--- src/rtl/systola_ctrl_pkg.sv ---
// Shared definitions for the systolic-array feed/drain controllers.
package systola_ctrl_pkg;

  // Job phases of a feed controller
  typedef enum logic [1:0] {
    IDLE  = 2'd0,
    LOAD  = 2'd1,
    DRAIN = 2'd2,
    DONE  = 2'd3
  } feed_state_t;

  // Counter width large enough to hold the longest drain cycle index
  // (MAXLEN+NROWS-2) plus one spare bit so out-of-range lengths stay visible.
  function automatic int calc_cntw(input int maxlen, input int nrows);
    return $clog2(maxlen + nrows) + 1;
  endfunction

endpackage

--- src/rtl/skew_rd_gen.sv ---
// Skewed read-strobe decoder: row i pops for len_q cycles starting at t = i,
// producing the diagonal wavefront the systolic array expects.
module skew_rd_gen #(
  parameter int NROWS = 4,
  parameter int CNTW  = 6
) (
  input  logic              i_active,
  input  logic [CNTW-1:0]   i_t,
  input  logic [CNTW-1:0]   i_len_q,
  output logic [NROWS-1:0]  o_rd_en
);

  // Extend by one bit so i + len_q can never wrap
  logic [CNTW:0] w_t_ext;
  logic [CNTW:0] w_len_ext;

  assign w_t_ext   = {1'b0, i_t};
  assign w_len_ext = {1'b0, i_len_q};

  genvar gi;
  generate
    for (gi = 0; gi < NROWS; gi++) begin : g_row
      localparam logic [CNTW:0] ROW_IDX = (CNTW+1)'(gi);
      logic [CNTW:0] w_row_end;

      assign w_row_end   = ROW_IDX + w_len_ext;
      assign o_rd_en[gi] = i_active && (w_t_ext >= ROW_IDX) && (w_t_ext < w_row_end);
    end
  endgenerate

endmodule

--- src/rtl/inbuf_feed_ctrl.sv ---
// Input-buffer feed controller: steers a row-major operand stream into NROWS
// row FIFOs, then drains them with skewed read strobes, then pulses done.
module inbuf_feed_ctrl
  import systola_ctrl_pkg::*;
#(
  parameter  int NROWS   = 4,
  parameter  int WORDLEN = 8,
  parameter  int MAXLEN  = 16,
  localparam int CNTW    = calc_cntw(MAXLEN, NROWS)
) (
  input  logic               i_clk,
  input  logic               i_rstn,
  input  logic               i_start,
  input  logic [CNTW-1:0]    i_len,
  input  logic               i_in_valid,
  output logic               o_in_ready,
  input  logic [WORDLEN-1:0] i_in_data,
  output logic [NROWS-1:0]   o_wr_en,
  output logic [WORDLEN-1:0] o_wr_data,
  output logic [NROWS-1:0]   o_rd_en,
  output logic               o_busy,
  output logic               o_done,
  output logic               o_err
);

  localparam int RW = (NROWS > 1) ? $clog2(NROWS) : 1;
  localparam logic [RW-1:0]   ROW_LAST  = RW'(NROWS - 1);
  localparam logic [CNTW-1:0] MAXLEN_C  = CNTW'(MAXLEN);
  localparam logic [CNTW-1:0] SKEW_TAIL = CNTW'(NROWS - 2);
  localparam logic [CNTW-1:0] ONE_C     = CNTW'(1);

  feed_state_t       r_state;
  logic [CNTW-1:0]   r_len_q;
  logic [CNTW-1:0]   r_col;
  logic [RW-1:0]     r_row;
  logic [CNTW-1:0]   r_t;
  logic              r_in_ready;
  logic              r_busy;
  logic              r_done;
  logic              r_err;

  logic              w_accept;
  logic              w_len_ok;
  logic              w_col_last;
  logic [CNTW-1:0]   w_t_last;
  logic              w_drain_active;

  assign w_accept       = i_in_valid && r_in_ready;
  assign w_len_ok       = (i_len != '0) && (i_len <= MAXLEN_C);
  assign w_col_last     = (r_col == (r_len_q - ONE_C));
  assign w_t_last       = r_len_q + SKEW_TAIL;
  assign w_drain_active = (r_state == DRAIN);

  // Write strobe follows the accepted word in the same cycle, one-hot on the current row
  genvar gi;
  generate
    for (gi = 0; gi < NROWS; gi++) begin : g_wr
      assign o_wr_en[gi] = w_accept && (r_row == RW'(gi));
    end
  endgenerate

  assign o_wr_data  = i_in_data;
  assign o_in_ready = r_in_ready;
  assign o_busy     = r_busy;
  assign o_done     = r_done;
  assign o_err      = r_err;

  skew_rd_gen #(
    .NROWS (NROWS),
    .CNTW  (CNTW)
  ) u_skew_rd_gen (
    .i_active (w_drain_active),
    .i_t      (r_t),
    .i_len_q  (r_len_q),
    .o_rd_en  (o_rd_en)
  );

  // Job sequencer: phase transitions, row/col/cycle counters and registered status flags
  always_ff @(posedge i_clk or negedge i_rstn) begin
    if (!i_rstn) begin
      r_state    <= IDLE;
      r_len_q    <= '0;
      r_col      <= '0;
      r_row      <= '0;
      r_t        <= '0;
      r_in_ready <= 1'b0;
      r_busy     <= 1'b0;
      r_done     <= 1'b0;
      r_err      <= 1'b0;
    end else begin
      r_done <= 1'b0;
      r_err  <= 1'b0;
      case (r_state)
        IDLE: begin
          if (i_start) begin
            if (w_len_ok) begin
              r_len_q    <= i_len;
              r_col      <= '0;
              r_row      <= '0;
              r_t        <= '0;
              r_in_ready <= 1'b1;
              r_busy     <= 1'b1;
              r_state    <= LOAD;
            end else begin
              r_err <= 1'b1;
            end
          end
        end
        LOAD: begin
          if (w_accept) begin
            if (w_col_last) begin
              r_col <= '0;
              if (r_row == ROW_LAST) begin
                // Final word of the job: stop accepting and start draining
                r_in_ready <= 1'b0;
                r_t        <= '0;
                r_state    <= DRAIN;
              end else begin
                r_row <= r_row + 1'b1;
              end
            end else begin
              r_col <= r_col + ONE_C;
            end
          end
        end
        DRAIN: begin
          if (r_t == w_t_last) begin
            r_done  <= 1'b1;
            r_state <= DONE;
          end else begin
            r_t <= r_t + ONE_C;
          end
        end
        DONE: begin
          r_busy  <= 1'b0;
          r_state <= IDLE;
        end
        default: begin
          r_in_ready <= 1'b0;
          r_busy     <= 1'b0;
          r_state    <= IDLE;
        end
      endcase
    end
  end

endmodule

--- config.mk ---
export PLATFORM = sky130hd
export DESIGN_NAME = inbuf_feed_ctrl
export DESIGN_NICKNAME = d
export VERILOG_FILES = /design/src/rtl/systola_ctrl_pkg.sv /design/src/rtl/skew_rd_gen.sv /design/src/rtl/inbuf_feed_ctrl.sv
export SDC_FILE = /design/constraint.sdc
export NUM_CORES = 1
export LEC_CHECK = 0
export BUFFER_PORTS_ARGS = -buffer_cell sky130_fd_sc_hd__buf_4
export CAP_MARGIN = 20
export CORE_MARGIN = 4
export CORE_UTILIZATION = 35
export DETAILED_ROUTE_END_ITERATION = 10
export PLACE_DENSITY_LB_ADDON = 0.15
export SLEW_MARGIN = 40
export SYNTH_ARGS = -nofsm -noshare
export SYNTH_HDL_FRONTEND = slang
export SYNTH_SLANG_ARGS = --single-unit
--- constraint.sdc ---
create_clock -name i_clk -period 3.1 [get_ports i_clk]
set_clock_uncertainty 0.1 [all_clocks]
set_input_delay 0 -clock i_clk [delete_from_list [all_inputs] [get_ports i_clk]]
set_output_delay 0 -clock i_clk [all_outputs]
set_load 0.03 [all_outputs]
Word-level counts from Yosys, hierarchy flattened --
Cells that the tools add are included.
Storage, ports and cells: flip-flop bits (word level) 26, input bits 18, output and inout bits 20, word-level logic and storage cells 104
Operators by class: add/subtract/negate cells 8, magnitude comparators 9, equality and inequality tests 16, multiplexer cells 35, reductions and logical operators 27
Operators with widths (number):
- 6-bit two-way mux | 8
- 2-bit two-way mux | 11
- 6-bit by 7-bit less-than comparator with 1-bit output | 3
- 6-bit one-hot mux with 3 select lines | 1
- 6-bit AND reduction | 3
- 2-bit inequality test (second input constant) | 8
- 2-bit by 6-bit adder with 7-bit output (first input constant) | 2
- 1-bit logical AND | 14
- 6-bit by 1-bit adder with 6-bit output (second input constant) | 2
- 6-bit == test | 2
- 6-bit by 1-bit greater-or-equal comparator with 1-bit output (second input constant) | 2
- 6-bit by 2-bit greater-or-equal comparator with 1-bit output (second input constant) | 2
- 6-bit one-hot mux with 2 select lines | 1
- 1-bit two-way mux | 10
- 2-bit == test (second input constant) | 4
- 2-bit one-hot mux with 4 select lines | 1
- 1-bit by 6-bit adder with 7-bit output (first input constant) | 1
- 7-bit AND reduction | 1
- 6-bit by 2-bit adder with 6-bit output (second input constant) | 1
- 6-bit by 5-bit <= comparator with 1-bit output (second input constant) | 1
- 6-bit less-than comparator | 1
- 3-bit AND reduction | 2
- 6-bit nonzero test | 1
- 6-bit by 1-bit subtractor with 6-bit output (second input constant) | 1
- other kinds (8) | 12

Logic depth before layout (Yosys ltp) --
Gate-level depths: netlist of the first run.
word-level depth 5, depth in mapped cells 10, gate-level depth less buffers 10

Modules after synthesis --
From an unflattened synthesis of the first run, not the netlist that was laid out.
Second synthesis, totals: cell total of the unflattened synthesis 281, area, all modules 2518.7 um2
By module, submodules not included:
- inbuf_feed_ctrl | times used 1, cells each 192, area each 1808.0 um2, sequential area each 650.6 um2
- skew_rd_gen | times used 1, cells each 89, area each 710.7 um2, sequential area each 0.0 um2

Worst setup path after synthesis of the first run --
Ideal clock, no wire load.
path type reg-to-output, start point register r_len_q[0], end point output port o_rd_en[1], arrival time 2.614 ns, required time 3.000 ns, setup slack 0.386 ns, stages on the path, launching flop included 11, path buffers 1, cells stage by stage dfrtp_1 -> buf_2 -> inv_1 -> ha_1 -> ha_1 -> nor2_1 -> o21a_1 -> o21ai_0 -> nand2b_1 -> a211o_1 -> a211oi_1
Between the ends: word-level cells in the longest chain between the ends 3
Ends and longest elaborated chain:
- start: declaration | line inbuf_feed_ctrl.sv:33 | logic [CNTW-1:0] r_len_q;
- start signal: assignment | line inbuf_feed_ctrl.sv:97 | r_len_q <= i_len;
- 1-bit by 6-bit adder with 7-bit output | line skew_rd_gen.sv:26 | assign w_row_end = ROW_IDX + w_len_ext;
- 6-bit by 7-bit less-than comparator with 1-bit output | line skew_rd_gen.sv:27 | assign o_rd_en[gi] = i_active && (w_t_ext >= ROW_IDX) && (w_t_ext < w_row_end);
- 1-bit logical AND | line skew_rd_gen.sv:27
- end: declaration | line inbuf_feed_ctrl.sv:20 | output logic [NROWS-1:0] o_rd_en,
Every way passes these cells.

Final worst setup path of the first run --
start point register r_len_q[0], end point output port o_rd_en[3]
Between the ends: word-level cells in the longest chain between the ends 3
Ends and longest elaborated chain (line):
- 2-bit by 6-bit adder with 7-bit output | skew_rd_gen.sv:26
- 6-bit by 7-bit less-than comparator with 1-bit output | skew_rd_gen.sv:27
- 1-bit logical AND | skew_rd_gen.sv:27
Every way passes these cells.

==> reports/qor.txt, run 1 <==
Post-DP HPWL - 4.747 mm
initial antenna violation count - 0
TritonCTS Buffers - 3
Placeable Area - 0.006832 mm^2
ant diodes - 0
CTS tree - built
Slew HR - 52.76%
flop-to-flop setup slack - 0.46 ns
antenna viol nets, final - 0
Slew @ Worst Pin - 0.7061 ns
Seq pwr share - 24.0%
Max Freq - 354.2 MHz
total of warnings raised by yosys - 0
Synth Cell Area - 0.002477 mm^2
Congestion Overflow GR - 0
Max Cap Violations - 0
Syn Area/Cell - 8.879 um^2
worst skew pair latency - 0.28 ns
ys async rst share - 100.0%
clock sink count - 26
unrepaired setup endpoints after global routing - no
Nets - 372
Slew Limit Fails - 0
Pwr Density - 845.4 mW/mm^2
Residual DRC - 0
top_reg_cell synth - dfrtp_1
Peak VDD IR - 0.0003400 V
Chip Width - 92.13 um
final setup fails - 0
vias in the first global route - 2069
P_int - 1.259 mW
via count - 2093
drt total wl - 6.259 mm
CP max FO - 9
clock slew at reported path FFs - 0.11 ns
placed cell areas - 0.002703 mm^2
status - completed
wire per inst - 15.34 um
Syn Nets - 338
most common cell after layout, fill and taps aside - ha_1
die footprint - 0.008488 mm^2
row count - 30
register area share after synthesis - 26.26%
vias per std cell - 5.130
power share of the combinational group - 64.2%
startpoint types - flop
H-Tree Depth - 1
commonest cells after routing, fill and taps aside - ha_1 (40), buf_4 (26), nand2_1 (25), dfrtp_1 (25), o21ai_0 (19)
Die Height - 92.13 um
IO Pins - 38
Starting DRT DRC Count - 111
share of cells above drive strength 1 - 15.06%
Final Instance Area - 0.002938 mm^2
Final TNS setup - 0 ns
P_sw - 1.225 mW
first-pass GRT wire length - 10.58 mm
post-layout min period - 2.823 ns
port bufs - 21
largest net degree at the start of global routing - 27
Lkg Pwr - 1.378 nW
worst min path class - in -> async
final worst-path cycle share - 91.07%
Synth Register Bits - 26
pre-CTS setup slack - 0.4271 ns
Synth-to-Final Area Change - 18.59%
Final GP Congestion - 0.8958
Mapped Cells - 279
Distinct cells, synth - 54
total track usage - 15.56%
Critical Path AT - 2.72 ns
Starting Density - 36.26%
WS Path Type - reg -> out
CTS Root Cell - clkbuf_8
Sw Ratio - 49.31%
worst path required time - 3.00 ns
Fin. Hold Viols - 0
final setup margin - 0.2769 ns
Crit. End Element - output port
clock network fraction of total power - 11.9%
Post-synth EDFFs - 0
clock buffer depth - 2
TritonRoute pass-1 iters - 5
## cell families (layout without fill, tap and decap cells)
family          count (synthesis)  after routing  share of synthesized area, %
flops                          26             26                         26.26
mux                             4              4                         1.667
fa+ha+maj                      41             41                         20.71
buf+inv                        35             68                         6.969
xor+xnor                       19             19                         6.717
simple gates                   89             89                         20.46
compound gates                 65             65                         17.22
## synthesized netlist by cell type (2+ instances only)
| cell type | instances | share of area [%] |
|---|---|---|
| ha_1 | 41 | 21 |
| dfrtp_1 | 26 | 26 |
| nand2_1 | 25 | 3.8 |
| inv_1 | 19 | 2.9 |
| o21ai_0 | 19 | 3.8 |
| xnor2_1 | 16 | 5.7 |
| nand3_1 | 12 | 2.4 |
| a21oi_1 | 10 | 2.0 |
| nor2_1 | 9 | 1.4 |
| buf_4 | 8 | 2.4 |
| o31ai_1 | 8 | 2.4 |
| and3_1 | 6 | 1.5 |
| nand2b_1 | 6 | 1.5 |
| nand4_1 | 5 | 1.3 |
| o21a_1 | 5 | 1.5 |
| a211oi_1 | 4 | 1.2 |
| nor3_1 | 4 | 0.81 |
| o21ai_1 | 4 | 0.81 |
| a211o_1 | 3 | 1.1 |
| mux2i_1 | 3 | 1.2 |
| nor4_1 | 3 | 0.76 |
| xor2_1 | 3 | 1.1 |
| a22o_1 | 2 | 0.71 |
| and2_1 | 2 | 0.50 |
| buf_2 | 2 | 0.40 |
| inv_2 | 2 | 0.30 |
| nor2b_1 | 2 | 0.50 |
| nor3_2 | 2 | 0.81 |
| nor3b_1 | 2 | 0.61 |
| o211ai_1 | 2 | 0.61 |
## routing by layer
metal,GRT usage [%],wire (um),vias up
li1,-,-,1051
met1,21.51,2977,993
met2,26.34,3038,45
met3,2.051,184,4
met4,2.351,58,0
met5,0,0,-
## critical path, cell delays in order (launching register included)
cell and delay (ns):
dfrtp_2 0.50, inv_1 0.15, ha_2 0.32, ha_1 0.29
nor2b_1 0.14, o21a_1 0.15, o21ai_0 0.15, nand2b_1 0.10
a211oi_1 0.26, o221a_2 0.24, buf_4 0.15
## layout make-up
cell class	count	area [um^2]
Multi-Input combinational cell	218	1657
Tap cell	96	120.1
Fill cell	693	3894
Inverter	22	82.58
Sequential cell	26	651.9
Timing Repair Buffer	42	355.3
Clock buffer	3	41.29
Clock inverter	1	30.03
## path summary, 6_finish.rpt
path	cells after the start	end	start
setup / recovery	10	o_rd_en[3]	r_len_q[0]
hold / removal	2	r_len_q[2]	i_rstn
setup reg to reg	8	r_state[1]	r_len_q[2]
hold reg to reg	2	o_busy	o_busy
max in group asynchronous	2	r_len_q[0]	i_rstn
min in group i_clk	4	r_len_q[5]	i_start
## per-stage QoR
stage                     total power [mW]  hold WS (ns)  cells  util, %
final                                2.484       0.07677    408    43.00
after global routing                 2.743        0.1011    408    43.00
after CTS                            2.499       0.08747    408    42.95
after detailed placement             2.162       -0.1494    388    39.56
after global placement               2.156       -0.1470    388    39.56
after floorplan                      1.787       -0.3956    279        -
## sequential cells by signal (all words and copies together) (netlist names)
register    count
r_col           6
r_len_q         6
r_t             6
r_row           2
r_state         2
o_busy          1
o_done          1
o_err           1
o_in_ready      1
## power groups by stage
stage                     sequential, mW  clock [mW]  combinational, mW
after CTS                          0.592       0.306               1.60
after global placement             0.599           0               1.56
after detailed placement           0.598           0               1.56
final                              0.596       0.294               1.59
after global routing               0.620       0.314               1.81
after floorplan                    0.536           0               1.25
## what timing repair did
| item | 4_1_cts | 5_1_grt |
|---|---|---|
| gates resized for setup | 0 | 3 |
| setup buffers | 0 | 0 |
| endpoints found under the setup margin | 0 | 2 |
| hold buffers | 16 | 0 |
| hold endpoints to repair | 40 | 0 |
No activity file was read; power rests on OpenSTA's default activity.
==> run 2: changes to the inputs <==
CORE_UTILIZATION = 50   (was 35)
==> reports/qor.txt, run 2 (synthesized netlist as in run 1, its figures left out) <==
status - completed (unchanged)
final setup margin - 0.1696 ns (was 0.2769 ns)
initial antenna violation count - 0 (unchanged)
CTS Root Cell - clkbuf_8 (unchanged)
drt total wl - 5.659 mm (was 6.259 mm)
TritonCTS Buffers - 3 (unchanged)
worst skew pair latency - 0.27 ns (was 0.28 ns)
H-Tree Depth - 1 (unchanged)
Final GP Congestion - 0.8558 (was 0.8958)
Fin. Hold Viols - 0 (unchanged)
Max Freq - 341.3 MHz (was 354.2 MHz)
final worst-path cycle share - 94.53% (was 91.07%)
combined area of the multi-input logic cells - 0.001657 mm^2 (unchanged)
ant diodes - 0 (unchanged)
first-pass GRT wire length - 9.273 mm (was 10.58 mm)
via count - 2101 (was 2093)
CP max FO - 6 (was 9)
Slew Limit Fails - 0 (unchanged)
vias in the first global route - 1879 (was 2069)
Largest regs - r_col: 6 flops, r_len_q: 6 flops, r_t: 6 flops (unchanged)
die footprint - 0.006145 mm^2 (was 0.008488 mm^2)
total track usage - 18.67% (was 15.56%)
TritonRoute pass-1 iters - 4 (was 5)
Chip Width - 78.39 um (was 92.13 um)
Post-DP HPWL - 4.269 mm (was 4.747 mm)
clock slew at reported path FFs - 0.10 ns (was 0.11 ns)
Nets - 368 (was 372)
port bufs - 21 (unchanged)
Residual DRC - 0 (unchanged)
Peak VDD IR - 0.0004711 V (was 0.0003400 V)
Crit. End Element - output port (unchanged)
antenna viol nets, final - 0 (unchanged)
hold slack - 0.05850 ns (was 0.07677 ns)
Max Cap Violations - 0 (unchanged)
Placeable Area - 0.004755 mm^2 (was 0.006832 mm^2)
commonest cells after routing, fill and taps aside - ha_1 (40), nand2_1 (25), dfrtp_1 (25), buf_4 (22) (was ha_1 (40), buf_4 (26), nand2_1 (25), dfrtp_1 (25), o21ai_0 (19))
Slew @ Worst Pin - 0.6791 ns (was 0.7061 ns)
clock sink count - 26 (unchanged)
Starting DRT DRC Count - 90 (was 111)
worst min path class - in -> async (unchanged)
IO Pins - 38 (unchanged)
Final TNS setup - 0 ns (unchanged)
Die Height - 78.39 um (was 92.13 um)
post-layout min period - 2.930 ns (was 2.823 ns)
vias per std cell - 5.603 (was 5.130)
WS Path Type - reg -> out (unchanged)
CTS tree - built (unchanged)
number of fill cells - 451 (was 693)
worst path required time - 3.00 ns (about the same)
pre-CTS setup slack - 0.3982 ns (was 0.4271 ns)
clock buffer depth - 2 (unchanged)
Critical Path AT - 2.83 ns (was 2.72 ns)
Lkg Pwr - 1.360 nW (was 1.378 nW)
flop-to-flop setup slack - 0.46 ns (about the same)
Synth-to-Final Area Change - 15.91% (was 18.59%)
row count - 25 (was 30)
wire per inst - 15.09 um (was 15.34 um)
most common cell after layout, fill and taps aside - ha_1 (unchanged)
Pwr Density - 855.4 mW/mm^2 (was 845.4 mW/mm^2)
largest net degree at the start of global routing - 27 (unchanged)
Starting Density - 52.11% (was 36.26%)
startpoint types - flop (unchanged)
share of cells above drive strength 1 - 13.64% (was 15.06%)
final setup fails - 0 (unchanged)
unrepaired setup endpoints after global routing - no (unchanged)
Slew HR - 54.56% (was 52.76%)
setup bufs post-CTS - 0 (unchanged)
register area - 651.9 um^2 (unchanged)
total power draw - 2.456 mW (was 2.484 mW)
Congestion Overflow GR - 0 (unchanged)
-- run 2: worst max-delay path, cell delays in order, from the launching register on --
cell	delay, ns
dfrtp_1	0.46
inv_1	0.20
ha_2	0.29
xor2_1	0.27
ha_1	0.28
o21a_1	0.11
o21ai_0	0.14
nand2b_1	0.07
a211oi_1	0.33
o221a_2	0.25
buf_4	0.15
-- run 2: area by class of cell --
class / instances / area share, %
Sequential cell: 26 / 22.70
Clock inverter: 1 / 1.046
Multi-Input combinational cell: 218 / 57.69
Clock buffer: 3 / 1.438
Tap cell: 67 / 2.919
Timing Repair Buffer: 38 / 11.33
Inverter: 22 / 2.876
-- run 2: final timing paths --
| path | from | endpoint | cells after the start |
|---|---|---|---|
| max in group asynchronous | i_rstn | r_len_q[0] | 2 |
| min in group i_clk | i_len[5] | r_len_q[5] | 5 |
| setup / recovery | r_len_q[1] | o_rd_en[3] | 10 |
| setup reg to reg | r_len_q[2] | r_state[1] | 8 |
| hold reg to reg | r_state[1] | r_state[1] | 1 |
| hold / removal | i_rstn | r_len_q[3] | 2 |
-- run 2: timing repair --
action / 4_1_cts / 5_1_grt
resized for setup: 0 / 2
hold buffers: 16 / 0
setup endpoints to repair: 0 / 2
hold endpoints to repair: 40 / 0
-- run 2: per-layer routing --
metal / vias to the layer above / track usage, % / wire length (um)
met3: 6 / 1.835 / 179
met1: 1000 / 26.46 / 2739
li1: 1047 / - / -
met5: - / 0 / 0
met4: 0 / 4.895 / 77
met2: 48 / 30.48 / 2663
-- run 2: power breakdown --
| group | leakage, nW | switching, mW | internal [mW] |
|---|---|---|---|
| combinational | 0.987 | 0.936 | 0.637 |
| clock | 0.0357 | 0.115 | 0.173 |
| sequential | 0.337 | 0.164 | 0.431 |
-- run 2: stage by stage --
stage	std cells	util, %	cell area (um^2)
6_report	375	60.39	2872
5_1_grt	375	60.39	2872
4_1_cts	375	60.32	2868
3_5_place_dp	355	55.45	2636
3_3_place_gp	355	55.45	2636
2_1_floorplan	279	-	2477
==> run 3: changes to the inputs <==
CAP_MARGIN = 0   (was 20)
CORE_MARGIN = 5   (was 4)
==> reports/qor.txt, run 3 (synthesized netlist as in run 1, its figures left out) <==
total track usage - 18.59% (was 18.67%)
crit path from - r_len_q[1] (unchanged)
row count - 25 (unchanged)
register area - 651.9 um^2 (unchanged)
placed cell areas - 0.002636 mm^2 (unchanged)
port bufs - 21 (unchanged)
worst r2r path cells - 8 (unchanged)
Seq pwr share - 24.4% (was 24.2%)
clock network fraction of total power - 11.9% (was 11.7%)
startpoint types - flop (unchanged)
Nets - 368 (unchanged)
unrepaired setup endpoints after global routing - no (unchanged)
status - completed (unchanged)
largest net degree at the start of global routing - 27 (unchanged)
worst min path class - in -> async (unchanged)
Slew Limit Fails - 0 (unchanged)
most common cell after layout, fill and taps aside - ha_1 (unchanged)
commonest cells after routing, fill and taps aside - ha_1 (41), nand2_1 (25), dfrtp_1 (25), buf_4 (22) (was ha_1 (40), nand2_1 (25), dfrtp_1 (25), buf_4 (22))
Starting DRT DRC Count - 65 (was 90)
Residual DRC - 0 (unchanged)
Post-DP HPWL - 4.434 mm (was 4.269 mm)
Max Freq - 338.5 MHz (was 341.3 MHz)
Pwr Density - 851.5 mW/mm^2 (was 855.4 mW/mm^2)
worst r2r src - r_len_q[1] (was r_len_q[2])
total power draw - 2.443 mW (was 2.456 mW)
crit path capture - o_rd_en[3] (unchanged)
combined area of the multi-input logic cells - 0.001654 mm^2 (was 0.001657 mm^2)
Sw Ratio - 49.41% (was 49.47%)
Slew @ Worst Pin - 0.6476 ns (was 0.6791 ns)
die footprint - 0.006463 mm^2 (was 0.006145 mm^2)
Chip Width - 80.39 um (was 78.39 um)
wire per inst - 15.26 um (was 15.09 um)
Die Height - 80.39 um (was 78.39 um)
Critical Path AT - 2.85 ns (was 2.83 ns)
Crit. End Element - output port (unchanged)
Final TNS setup - 0 ns (unchanged)
worst skew pair latency - 0.28 ns (was 0.27 ns)
setup bufs post-CTS - 0 (unchanged)
H-Tree Depth - 1 (unchanged)
Congestion Overflow GR - 0 (unchanged)
clock buffer depth - 2 (unchanged)
Final GP Congestion - 0.8462 (was 0.8558)
Final Instance Area - 0.002869 mm^2 (was 0.002872 mm^2)
final worst-path cycle share - 95.30% (was 94.53%)
Starting Density - 52.11% (unchanged)
Layout Utilization - 60.34% (was 60.39%)
clock sink count - 26 (unchanged)
power share of the combinational group - 63.7% (was 64.1%)
TritonRoute pass-1 iters - 4 (unchanged)
worst path required time - 3.00 ns (about the same)
clock slew at reported path FFs - 0.10 ns (about the same)
Max Cap Violations - 0 (unchanged)
initial antenna violation count - 0 (unchanged)
P_int - 1.236 mW (was 1.241 mW)
first-pass GRT wire length - 9.446 mm (was 9.273 mm)
placed cell count - 355 (unchanged)
CTS Root Cell - clkbuf_8 (unchanged)
final std cells w/o fill - 375 (unchanged)
antenna viol nets, final - 0 (unchanged)
vias per std cell - 5.528 (was 5.603)
vias in the first global route - 1915 (was 1879)
Fin. Hold Viols - 0 (unchanged)
post-layout min period - 2.954 ns (was 2.930 ns)
ant diodes - 0 (unchanged)
CP max FO - 6 (unchanged)
P_sw - 1.207 mW (was 1.215 mW)
flop-to-flop setup slack - 0.43 ns (was 0.46 ns)
via count - 2073 (was 2101)
Placeable Area - 0.004755 mm^2 (unchanged)
number of fill cells - 441 (was 451)
Lkg Pwr - 1.361 nW (was 1.360 nW)
share of cells above drive strength 1 - 13.31% (was 13.64%)
IO Pins - 38 (unchanged)
Slew HR - 56.66% (was 54.56%)
drt total wl - 5.722 mm (was 5.659 mm)
CTS tree - built (unchanged)
Synth-to-Final Area Change - 15.81% (was 15.91%)
WS Path Type - reg -> out (unchanged)
reg2reg end - r_row[0] (was r_state[1])
final setup fails - 0 (unchanged)
TritonCTS Buffers - 3 (unchanged)
Peak VDD IR - 0.0005263 V (was 0.0004711 V)
Largest regs - r_col: 6 flops, r_len_q: 6 flops, r_t: 6 flops (unchanged)
run 3: cell types whose count changed in the layout (fill, tap and decap cells not counted):
cell,change
ha_1,+1
ha_2,-1
run 3: critical path, stage by stage, from the launching register on:
cell and delay (ns):
dfrtp_1 0.48, inv_1 0.20, ha_1 0.33, xor2_1 0.29, ha_1 0.29, o21a_1 0.10, o21ai_0 0.14, nand2b_1 0.09
a211oi_1 0.27, o221a_2 0.23, buf_4 0.15
run 3: how the worst min path moves through the flow:
stage,slack [ns],cells past startpoint,end
finish,0.07,2,r_col[2]
global route,0.11,2,r_t[0]
CTS,0.07,2,r_col[1]
detailed placement,-0.16,1,r_t[0]
global placement,-0.17,1,r_state[1]
floorplan,-0.40,0,o_busy
run 3: stage by stage:
| step | hold slack (ns) | setup WS (ns) |
|---|---|---|
| 2_1_floorplan | -0.3956 | 0.3857 |
| 4_1_cts | 0.07227 | 0.1553 |
| 5_1_grt | 0.1086 | 0.008688 |
| 6_report | 0.06661 | 0.1456 |
| 3_5_place_dp | -0.1629 | 0.4431 |
| 3_3_place_gp | -0.1669 | 0.4675 |
run 3: layout make-up:
| type | count | share of cell area, % |
|---|---|---|
| clock inverters | 1 | 1.047 |
| clock buffers | 3 | 1.439 |
| flip-flops and latches | 26 | 22.72 |
| multi-input cells | 218 | 57.65 |
| repair buffers | 38 | 11.34 |
| well taps | 67 | 2.922 |
| inverters | 22 | 2.878 |
run 3: routing by layer:
| layer | vias up | GRT usage, % | part of all wire [%] |
|---|---|---|---|
| met1 | 981 | 26.33 | 48 |
| met3 | 6 | 2.018 | 3.1 |
| met4 | 0 | 4.054 | 1.0 |
| li1 | 1051 | - | - |
| met2 | 35 | 30.38 | 48 |
| met5 | - | 0 | 0 |
run 3: timing repair:
item,4_1_cts,5_1_grt
endpoints found under the hold margin,40,0
hold buffers,16,0
setup endpoints to repair,0,1
gates resized for setup,0,1
run 3: power groups by stage:
stage	clock, mW	sequential [mW]	combinational, mW
2_1_floorplan	0	0.536	1.25
3_3_place_gp	0	0.591	1.52
3_5_place_dp	0	0.598	1.53
4_1_cts	0.293	0.591	1.57
5_1_grt	0.311	0.613	1.75
6_report	0.290	0.596	1.56
